[config.mk]
export PLATFORM = sky130hd
export DESIGN_NAME = dbus_uart_tx
export DESIGN_NICKNAME = d
export VERILOG_FILES = /design/src/rtl/dbus_uart_pkg.sv /design/src/rtl/byte_fifo.sv /design/src/rtl/dbus_uart_tx.sv
export SDC_FILE = /design/constraint.sdc
export NUM_CORES = 1
export LEC_CHECK = 0
export ABC_CLOCK_PERIOD_IN_PS = 6500
export CORE_MARGIN = 4
export CORE_UTILIZATION = 45
export DETAILED_ROUTE_END_ITERATION = 12
export PLACE_DENSITY = 0.7
export SYNTH_ARGS = -nofsm -noshare
export SYNTH_HDL_FRONTEND = slang
export SYNTH_SLANG_ARGS = --single-unit
export TNS_END_PERCENT = 5
[constraint.sdc]
create_clock -name clk -period 6.5 [get_ports clk]
set_clock_uncertainty 0.2 [all_clocks]
set_input_delay 1.3 -clock clk [delete_from_list [all_inputs] [get_ports clk]]
set_output_delay 1.3 -clock clk [all_outputs]
set_load 0.05 [all_outputs]
[src/rtl/dbus_uart_pkg.sv]
// Shared definitions for the data-bus UART transmitter: register offsets,
// transmitter state encoding and register bit positions.
package dbus_uart_pkg;

  localparam logic [1:0] OFF_TXDATA = 2'd0;
  localparam logic [1:0] OFF_STATUS = 2'd1;
  localparam logic [1:0] OFF_CTRL   = 2'd2;
  localparam logic [1:0] OFF_DROPS  = 2'd3;

  typedef enum logic [1:0] {
    IDLE  = 2'd0,
    START = 2'd1,
    DATA  = 2'd2,
    STOP  = 2'd3
  } tx_state_e;

  localparam int STAT_BUSY      = 0;
  localparam int STAT_FULL      = 1;
  localparam int STAT_EMPTY     = 2;
  localparam int STAT_COUNT_LSB = 8;
  localparam int STAT_COUNT_MSB = 12;

  localparam int CTRL_ENABLE = 0;
  localparam int CTRL_FLUSH  = 1;

endpackage

[src/rtl/byte_fifo.sv]
// Byte-wide circular FIFO with occupancy count. A push into a full FIFO is
// accepted only when a pop happens on the same edge; flush overrides both.
module byte_fifo #(
  parameter int DEPTH = 8
) (
  input  logic                         clk,
  input  logic                         reset,
  input  logic                         push,
  input  logic                         pop,
  input  logic                         flush,
  input  logic [7:0]                   wdata,
  output logic [7:0]                   rdata,
  output logic                         full,
  output logic                         empty,
  output logic [$clog2(DEPTH+1)-1:0]   count
);

  localparam int AW = (DEPTH > 1) ? $clog2(DEPTH) : 1;
  localparam int CW = $clog2(DEPTH + 1);

  logic [7:0]    mem [DEPTH];
  logic [AW-1:0] wr_ptr;
  logic [AW-1:0] rd_ptr;
  logic          do_push;
  logic          do_pop;

  assign empty   = (count == '0);
  assign full    = (count == CW'(DEPTH));
  assign do_pop  = pop && !empty && !flush;
  assign do_push = push && !flush && (!full || do_pop);
  assign rdata   = mem[rd_ptr];

  // Storage write; contents need no reset because count gates every read.
  always_ff @(posedge clk) begin
    if (do_push) mem[wr_ptr] <= wdata;
  end

  // Pointer and occupancy update; pointers wrap naturally at DEPTH (power of 2).
  always_ff @(posedge clk or posedge reset) begin
    if (reset) begin
      wr_ptr <= '0;
      rd_ptr <= '0;
      count  <= '0;
    end else if (flush) begin
      wr_ptr <= '0;
      rd_ptr <= '0;
      count  <= '0;
    end else begin
      if (do_push) wr_ptr <= wr_ptr + 1'b1;
      if (do_pop)  rd_ptr <= rd_ptr + 1'b1;
      case ({do_push, do_pop})
        2'b10:   count <= count + 1'b1;
        2'b01:   count <= count - 1'b1;
        default: count <= count;
      endcase
    end
  end

endmodule

[src/rtl/dbus_uart_tx.sv]
// Memory-mapped 8N1 UART transmitter on the CPU data port.
//
// state | meaning
// IDLE  | line high; pops the next byte when enabled and the FIFO holds data
// START | start bit (low) for CLKS_PER_BIT cycles
// DATA  | eight data bits, LSB first, CLKS_PER_BIT cycles each
// STOP  | stop bit (high) for CLKS_PER_BIT cycles, then back to IDLE
module dbus_uart_tx
  import dbus_uart_pkg::*;
#(
  parameter logic [31:0] BASE_ADDR    = 32'h0000_8000,
  parameter int          CLKS_PER_BIT = 16,
  parameter int          FIFO_DEPTH   = 8
) (
  input  logic        clk,
  input  logic        reset,
  input  logic [31:0] daddr,
  input  logic [31:0] dwdata,
  input  logic [3:0]  dwe,
  output logic [31:0] rdata,
  output logic        tx,
  output logic        irq
);

  localparam int              CW          = $clog2(FIFO_DEPTH + 1);
  localparam int              BW          = $clog2(CLKS_PER_BIT);
  localparam logic [BW-1:0]   BAUD_RELOAD = BW'(CLKS_PER_BIT - 1);

  logic          sel;
  logic [1:0]    offset;
  logic          push_req;
  logic          ctrl_we;
  logic          flush;
  logic          drops_clr;
  logic          enable;
  logic [7:0]    drops;

  logic          fifo_pop;
  logic [7:0]    fifo_rdata;
  logic          fifo_full;
  logic          fifo_empty;
  logic [CW-1:0] fifo_count;

  tx_state_e     state, state_n;
  logic [BW-1:0] baud_cnt, baud_cnt_n;
  logic [2:0]    bit_cnt, bit_cnt_n;
  logic [7:0]    shift, shift_n;
  logic          tx_n;

  // Byte lanes above the low byte and the sub-word address bits carry no meaning here.
  logic unused_bits;
  assign unused_bits = &{1'b0, daddr[1:0], dwdata[31:8]};

  assign sel       = (daddr[31:4] == BASE_ADDR[31:4]);
  assign offset    = daddr[3:2];
  assign push_req  = sel && (offset == OFF_TXDATA) && dwe[0];
  assign ctrl_we   = sel && (offset == OFF_CTRL) && dwe[0];
  assign flush     = ctrl_we && dwdata[CTRL_FLUSH];
  assign drops_clr = sel && (offset == OFF_DROPS) && (dwe != 4'b0000);

  byte_fifo #(.DEPTH(FIFO_DEPTH)) u_fifo (
    .clk   (clk),
    .reset (reset),
    .push  (push_req),
    .pop   (fifo_pop),
    .flush (flush),
    .wdata (dwdata[7:0]),
    .rdata (fifo_rdata),
    .full  (fifo_full),
    .empty (fifo_empty),
    .count (fifo_count)
  );

  // Enable bit; flush is a pulse derived from the write itself and never stored.
  always_ff @(posedge clk or posedge reset) begin
    if (reset)        enable <= 1'b1;
    else if (ctrl_we) enable <= dwdata[CTRL_ENABLE];
  end

  // Saturating count of pushes lost to a full FIFO; a same-edge pop makes room.
  always_ff @(posedge clk or posedge reset) begin
    if (reset)
      drops <= 8'd0;
    else if (drops_clr)
      drops <= 8'd0;
    else if (push_req && fifo_full && !fifo_pop && !flush && (drops != 8'hFF))
      drops <= drops + 8'd1;
  end

  // Transmitter state and datapath registers.
  always_ff @(posedge clk or posedge reset) begin
    if (reset) begin
      state    <= IDLE;
      baud_cnt <= '0;
      bit_cnt  <= '0;
      shift    <= '0;
      tx       <= 1'b1;
    end else begin
      state    <= state_n;
      baud_cnt <= baud_cnt_n;
      bit_cnt  <= bit_cnt_n;
      shift    <= shift_n;
      tx       <= tx_n;
    end
  end

  // Next-state logic; tx is computed one cycle ahead so the line is a flop output.
  always_comb begin
    state_n    = state;
    baud_cnt_n = baud_cnt;
    bit_cnt_n  = bit_cnt;
    shift_n    = shift;
    tx_n       = tx;
    fifo_pop   = 1'b0;
    case (state)
      IDLE: begin
        tx_n = 1'b1;
        if (enable && !fifo_empty) begin
          fifo_pop   = 1'b1;
          shift_n    = fifo_rdata;
          baud_cnt_n = BAUD_RELOAD;
          state_n    = START;
          tx_n       = 1'b0;
        end
      end
      START: begin
        if (baud_cnt == '0) begin
          state_n    = DATA;
          bit_cnt_n  = 3'd0;
          baud_cnt_n = BAUD_RELOAD;
          tx_n       = shift[0];
        end else begin
          baud_cnt_n = baud_cnt - 1'b1;
        end
      end
      DATA: begin
        if (baud_cnt == '0) begin
          baud_cnt_n = BAUD_RELOAD;
          if (bit_cnt == 3'd7) begin
            state_n = STOP;
            tx_n    = 1'b1;
          end else begin
            bit_cnt_n = bit_cnt + 3'd1;
            shift_n   = {1'b0, shift[7:1]};
            tx_n      = shift[1];
          end
        end else begin
          baud_cnt_n = baud_cnt - 1'b1;
        end
      end
      STOP: begin
        if (baud_cnt == '0) state_n = IDLE;
        else                baud_cnt_n = baud_cnt - 1'b1;
      end
      default: begin
        state_n = IDLE;
        tx_n    = 1'b1;
      end
    endcase
  end

  // Transmit-done interrupt, registered from the current FIFO and FSM state.
  always_ff @(posedge clk or posedge reset) begin
    if (reset) irq <= 1'b1;
    else       irq <= fifo_empty && (state == IDLE);
  end

  // Combinational read mux; unselected or write-only locations return zero.
  always_comb begin
    rdata = 32'd0;
    if (sel) begin
      case (offset)
        OFF_STATUS: begin
          rdata[STAT_BUSY]  = (state != IDLE);
          rdata[STAT_FULL]  = fifo_full;
          rdata[STAT_EMPTY] = fifo_empty;
          rdata[STAT_COUNT_MSB:STAT_COUNT_LSB] = 5'(fifo_count);
        end
        OFF_CTRL:  rdata[CTRL_ENABLE] = enable;
        OFF_DROPS: rdata[7:0]         = drops;
        default:   rdata = 32'd0;
      endcase
    end
  end

endmodule

; ---- Word-level counts from Yosys, hierarchy flattened
; Memories as Yosys holds them, arrays and structs flattened.
; Index checks and enable logic that the tools add are counted.
[totals]
regBits = 38
ramBits = 64
in_bits = 70
output_inout_bits = 34
elab_cells = 119
memories = 1
[op_classes]
add_sub_neg = 7
n_eq_ne = 19
muxes = 40
n_reduce_logical = 41
[mem_list]
columns = memory, words, word_bits, read_ports, rd_ports_with_merged_regs, write_ports, line_no
row1 = u_fifo.mem, 8, 8, 1, 0, 1, byte_fifo.sv:21  ; logic [7:0] mem [DEPTH];
[op_table]
columns = cell, n
row1 = 8-bit two-way mux, 5
row2 = 28-bit by 12-bit equality test with 1-bit output (second input constant), 1
row3 = 3-bit two-way mux, 7
row4 = 4-bit two-way mux, 5
row5 = 1-bit logical AND, 17
row6 = 8-bit one-hot mux with 2 select lines, 1
row7 = 2-bit != test (second input constant), 7
row8 = 12-bit two-way mux, 1
row9 = 4-bit one-hot mux with 3 select lines, 1
row10 = 2-bit nonzero test, 6
row11 = 2-bit equality test (second input constant), 5
row12 = 2-bit two-way mux, 5
row13 = 3-bit by 1-bit adder with 3-bit output (second input constant), 3
row14 = 8-bit by 1-bit adder with 8-bit output (second input constant), 1
row15 = 4-bit logical NOT, 2
row16 = 1-bit two-way mux, 8
row17 = 8-bit != test (second input constant), 1
row18 = 2-bit one-hot mux with 4 select lines, 1
row19 = 4-bit one-hot mux with 2 select lines, 1
row20 = 4-bit AND reduction, 2
row21 = 4-bit by 1-bit subtractor with 4-bit output (second input constant), 2
row22 = 2-bit by 1-bit equality test with 1-bit output (second input constant), 3
row23 = 1-bit one-hot mux with 3 select lines, 2
row24 = 3-bit one-hot mux with 2 select lines, 1
row25 = other kinds (14), 19

; ---- Longest topological paths before layout
; Gate-level depths: netlist of run 1.
[logic_depth]
depth_word = 12
depth_mapped = 11
mapped_depth_nobuf = 11

; ---- By module
; Synthesis of run 1 repeated with hierarchy kept, for this count alone.
[hier_totals]
hier_cells = 391
hier_area_um2 = 5253.8
[modules_own_cells]
columns = module, n_inst, cells_each, area_per_inst_um2
row1 = byte_fifo, 1, 171, 3208.1
row2 = dbus_uart_tx, 1, 220, 2045.7

; ---- Least setup slack after synthesis of run 1
; No wires, ideal clock.
[synth_timing]
path_type = input to output
from = input daddr[19]
to = output rdata[10]
arrival_ns = 3.371
required_time_ns = 5.000
slack_ns = 1.629
path_stages = 5
path_buffers = 0
path_cell_list = nor4_1 > nand3_1 > nor2_1 > nand2_1 > nor3b_1
[synth_via]
elab_chain_cells = 2
[synth_rtl]
columns = element, line_no
row1 = start: declaration, dbus_uart_tx.sv:17  ; input logic [31:0] daddr,
row2 = 28-bit by 12-bit equality test with 1-bit output, dbus_uart_tx.sv:54  ; assign sel = (daddr[31:4] == BASE_ADDR[31:4]);
row3 = 12-bit two-way mux, dbus_uart_tx.sv:171  ; if (sel) begin
row4 = end: declaration, dbus_uart_tx.sv:20  ; output logic [31:0] rdata,
; No other way between the ends.

; ---- Worst setup path in the final report of run 1
[layout_timing]
from = input daddr[19]
to = output rdata[9]
; Same word-level chain as after synthesis.

==> metrics, run 1 <==
initial antenna violation count=0; Total GRT Usage=16.4%; I/O pins=about 100; synthesized area per cell=12.9 um2; min-delay src=tx; Crit path top cell by count=clkdlybuf4s50_1; drt drc=0; Final nets=523; global-route wire length before repair=16.3 mm; post-cts sizing count=0; row count=38; CP Class=in2out; Die ar.=between 10000 and 15000 um2; distinct cell type count after synthesis=49; CTS max path bufs=2; Worst Hold Class=reg2reg; area delta synth->final=17.3%; share of the yosys chip area belonging to registers=58.0%; combinational power share=5.7%; Gate Count Post-Synth=384; post-route minimum period=between 5 and 6 ns; post-synth top area cell=edfxtp_1; hold depth=2; Critical Path Source Type=input port; sequential share of power=59.0%; port buffer count=57; ANT nets after route=0; Area contributors post-synth=edfxtp_1 (39%), dfrtp_1 (18%), mux4_2 (7.3%), buf_4 (3.3%), nand3_1 (3.0%); Most used DFF post-synth=edfxtp_1; Skew-Pair Late Insertion Delay=~0.36 ns; crit share post-route=between 80 and 90%; crit path max fanout=6; Clk pwr share=35.3%; TritonCTS clock tree=done; CP cell instances=clkdlybuf4s50_1, nor4_1, nand3_1, nor2_1, nand2_1, nor3b_1, clkdlybuf4s50_1; Static Leak=2.16 nW; die height=113 um; share of cells above drive strength 1=15.0%; Max Fclk=about 180 MHz; hold_buf cts=0; area of the core=10800 um2; RSZ-0062 raised after global routing=no; Max stage delay on crit path=0.86 ns; status=complete, no violations; average wire per standard cell=17.0 um; Setup TNS=0 ns; Worst Tran Pin Value=about 1.1 ns; number of synthesis warnings=0; Final Hold Slack=between 0.3 and 0.4 ns; most frequent cells in the layout=edfxtp_1 (64), clkdlybuf4s50_1 (57), dfrtp_1 (35); post-synthesis cell area=4960 um2; hold path endpoint=tx; Final Hold Vio Count=0; Post-synth ARST share=37.3%; critical path arrival=3.94 ns; Antenna Cells=0; Vias/cell=5.46; Synth Register Bits=102; slowest cell on the critical path=clkdlybuf4s50_1; Detailed Route WL=9.95 mm; Initial Utilization=46.0%; WP buf/inv=2; pwr dens=201 nW/um2; pre-CTS setup slack=around 1.0 ns; depth of the worst register-to-register path=7; internal power=0.901 mW; NetSw=0.268 mW; Detailed Place HPWL=7.13 mm; Final Setup Violations=0; H-tree levels=3; vias after detailed routing=3207; 1st-pass router iterations=5; vias in the first global route=3274; Max Cap Viol=0; Post-synth EDFFs=64; Slew headroom=between 20% and 30%; Post-CTS Setup Inserts=0; Final WS setup=1.06 ns; Reg2Reg Setup Slack=3.05 ns; FF-to-FF End=u_fifo.mem[1][0]; Final Max Slew Viols=0; Net Sw Frac=22.9%; starting DRC count in detailed routing=187; clock sink count=102; CTS Buf Count=9; CP top delay family=simple AND/OR/NAND/NOR gates; Synth top area share=38.7%; Worst-path clk slew=around 0.1 ns; largest net degree at the start of global routing=39; global placement routability congestion=0.825; worst endpoint required time=5.00 ns; RR Startpoint=state[1]; Crit. End Element=primary output; most common cell after layout, fill and taps aside=edfxtp_1; die width=113 um; Max VDD drop=around 0.00016 V; Root Buffer=clkbuf_8; total global routing overflow=0
## cell type report
class                   instances  area [um2]
repair buffers                 62         608
well taps                     140         175
fillers                       890        4970
clock inverters                 7        86.3
clock buffers                   9         124
flip-flops and latches        102        2880
multi-input cells             259        1920
inverters                       8        30.0
## kinds of logic (layout without fill, tap and decap cells)
group	after synthesis	in the layout	share of synthesized area, %
compound gates	50	50	6.94
xor+xnor	11	11	1.94
fa+ha+maj	11	11	2.77
buf+inv	42	86	5.04
flops	102	102	58.0
mux	26	26	9.51
other cells	1	20	0.0756
simple gates	141	141	15.7
## registers in the layout, indices dropped and copies added, names as in the netlist, 2 cells and up
register / flops
bit_cnt: 3
u_fifo.wr_ptr: 3
shift: 8
u_fifo.count: 4
u_fifo.mem: 64
baud_cnt: 4
state: 2
u_fifo.rd_ptr: 3
drops: 8
## power groups by stage
stage               Clock, mW  Sequential [mW]  Combinational, mW
floorplan                   0            0.704             0.0416
global placement            0            0.703             0.0664
detailed placement          0            0.703             0.0676
CTS                     0.424            0.689             0.0677
global route            0.453            0.690             0.0715
finish                  0.412            0.689             0.0670
## how the worst max path moves through the flow
stage | slack (ns) | cells past startpoint | end | start
3_3_place_gp | 1.13 | 7 | rdata[5] | daddr[19]
2_1_floorplan | 1.63 | 5 | rdata[10] | daddr[19]
5_1_grt | 0.83 | 7 | rdata[9] | daddr[19]
6_report | 1.06 | 7 | rdata[9] | daddr[19]
3_5_place_dp | 1.04 | 7 | rdata[9] | daddr[19]
4_1_cts | 1.03 | 7 | rdata[9] | daddr[19]
## metal layers
| layer | up-vias | share of wire [%] | GRT usage (%) |
|---|---|---|---|
| li1 | 1515 | - | - |
| met3 | 10 | 3.6 | 3.74 |
| met2 | 58 | 54 | 28.4 |
| met5 | - | 0 | 0 |
| met4 | 0 | 1.3 | 5.13 |
| met1 | 1624 | 41 | 20.4 |
## Yosys cell counts (all sizes together), types with 2 or more instances
cell type,number
xor2,9
a21oi,16
mux4,16
and3,6
o21ai,11
or2,2
xnor2,2
nor3b,6
nand2,30
dfstp,3
nor4,8
a21o,3
nand4,4
o22a,3
nor2b,3
nor4b,4
nand3,30
a22oi,8
edfxtp,64
dfrtp,35
nor2,27
clkbuf,7
inv,8
a22o,4
buf,27
and2,9
nor3,9
ha,11
mux2,9
## worst reg2reg max path: stages (launching register included)
cell and delay (ns):
dfrtp_1 0.41, inv_1 0.10, ha_1 0.43, nand2_1 0.24, nand3_1 0.28, nand2_1 0.23, nor4b_1 0.96, buf_4 0.32
## per-stage QoR
stage | std cells | utilization (%) | power (mW) | area (um2)
2_1_floorplan | 403 | - | 0.745 | 5030
3_3_place_gp | 571 | 52.0 | 0.770 | 5610
3_5_place_dp | 571 | 52.0 | 0.771 | 5610
4_1_cts | 587 | 53.9 | 1.18 | 5820
5_1_grt | 587 | 53.9 | 1.21 | 5820
6_report | 587 | 53.9 | 1.17 | 5820
Power figures use the tool's default switching activity.
==> run 2, diff against run 1 <==
- ABC_CLOCK_PERIOD_IN_PS: 6500 -> 5140
- clock period: 6.5 -> 5.14 ns (I/O delays scaled with it)
==> metrics, run 2 (synthesized netlist as in run 1, its figures left out) <==
Critical Path Source Type=input port; Crit path top cell by count=clkdlybuf4s50_1; H-tree levels=3 (unchanged); Max stage delay on crit path=0.83 ns (-0.03 ns); clock sink count=102 (unchanged); row count=38 (unchanged); post-route minimum period=between 4 and 5 ns; pre-CTS setup slack=0.521 ns (-0.521 ns); die height=113 um (unchanged); total area of sequential cells=2880 um2 (unchanged); largest net degree at the start of global routing=39 (unchanged); DP Cell Count=577 (+1.1%); final non-filler cell total=593 (+1.0%); Detailed Route WL=9.80 mm (-1.5%); Max Cap Viol=0 (unchanged); CTS max path bufs=2 (unchanged); CP top delay family=buffers and inverters; Antenna Cells=0 (unchanged); status=complete, no violations; Die ar.=12800 um2 (unchanged); 1st-pass router iterations=4 (-1); Final Setup Violations=0 (unchanged); area delta synth->final=17.6%; Design Power=1.48 mW (+27%); Final WS setup=0.527 ns (-0.535 ns); post-cts sizing count=0 (unchanged); initial antenna violation count=0 (unchanged); Design Area, Final=5840 um2 (+0.26%); starting DRC count in detailed routing=187 (unchanged); Worst Hold Class=reg2reg; Crit. End Element=primary output; dpl cell area=5620 um2 (+0.13%); pwr dens=254 nW/um2 (+26%); Max Fclk=217 MHz; RSZ-0062 raised after global routing=no; I/O pins=104 (unchanged); Final Hold Slack=0.316 ns (+0.00519 ns); most common cell after layout, fill and taps aside=edfxtp_1; multi-input logic area=1910 um2 (-0.78%); Fill cells=894 (+0.45%); port buffer count=57 (unchanged); WP buf/inv=2 (unchanged); CTS Buf Count=9 (unchanged); TritonCTS clock tree=done; Setup TNS=0 ns (unchanged); Initial Utilization=46.0% (unchanged); CP Class=in2out; Post-CTS Setup Inserts=0 (unchanged); critical path arrival=3.38 ns (-0.56 ns); slowest cell on the critical path=clkdlybuf4s50_1; average wire per standard cell=16.5 um (-2.5%); Worst-path clk slew=0.11 ns (about the same); Max VDD drop=0.000183 V (+16%); Core Util, Final=54.1% (+0.14 points); vias in the first global route=3326 (+1.6%); Worst Tran Pin Value=1.10 ns (-0.0416 ns); Detailed Place HPWL=6.78 mm (-4.9%); crit path max fanout=6 (unchanged); crit share post-route=89.7%; Slew headroom=26.7% (+2.8 points); Skew-Pair Late Insertion Delay=0.37 ns (about the same); ANT nets after route=0 (unchanged); Final Max Slew Viols=0 (unchanged); most frequent cells in the layout=edfxtp_1 (64), clkdlybuf4s50_1 (48), dfrtp_1 (35); area of the core=10800 um2 (unchanged); Most flops, register=u_fifo.mem; Root Buffer=clkbuf_8; worst endpoint required time=3.91 ns (-1.09 ns); Static Leak=2.22 nW (+2.5%); vias after detailed routing=3185 (-0.69%); share of cells above drive strength 1=17.4% (+2.5 points); Vias/cell=5.37 (-1.7%); hold_buf cts=0 (unchanged); Final nets=529 (+1.1%); CP cell instances=clkdlybuf4s50_1, nor4_2, nand3_1, nor2_1, nand2_1, a21oi_1, clkdlybuf4s50_1; Final Hold Vio Count=0 (unchanged); global placement routability congestion=0.821 (-0.57%); drt drc=0 (unchanged); number of flip-flops in the largest register=64 (unchanged); global-route wire length before repair=16.6 mm (+1.3%); largest registers=u_fifo.mem: 64 flops, drops: 8 flops, shift: 8 flops; Total GRT Usage=16.3% (-0.041 points); total global routing overflow=0 (unchanged); die width=113 um (unchanged)
## run 2: cell type report
| class | instances | share of cell area (%) |
|---|---|---|
| clock buffers | 9 | 2.12 |
| clock inverters | 7 | 1.61 |
| inverters | 8 | 0.515 |
| multi-input cells | 259 | 32.7 |
| flip-flops and latches | 102 | 49.3 |
| well taps | 140 | 3.00 |
| repair buffers | 68 | 10.8 |
## run 2: path summary, 6_finish.rpt
path | from | end | slack, ns | cells after the start
max | daddr[27] | rdata[1] | 0.53 | 7
min | tx | tx | 0.32 | 2
max reg2reg | state[0] | u_fifo.mem[1][4] | 2.20 | 7
min reg2reg | tx | tx | 0.32 | 2
max in group asynchronous | reset | enable | 3.52 | 3
min in group asynchronous | reset | baud_cnt[1] | 0.86 | 3
## run 2: worst reg2reg max path, cell delays in order (launching register included)
cell and delay (ns):
dfrtp_1 0.43, inv_1 0.10, ha_1 0.42, nand2_1 0.23, nand3_1 0.28, nand2_1 0.24
nor4b_1 0.49, buf_4 0.27
## run 2: power by group
group          internal, mW  leakage [nW]  switching (mW)
Combinational        0.0313          1.03          0.0537
Sequential            0.872          1.08   0.00000000900
Clock                 0.199         0.107           0.324
## run 2: routing by layer
metal  up-vias  GRT usage (%)  wire [um]
met1      1594           21.8       4320
met3        10           2.99        373
met2        53           27.6       5000
li1       1528              -          -
met5         -              0          0
met4         0           4.57        103
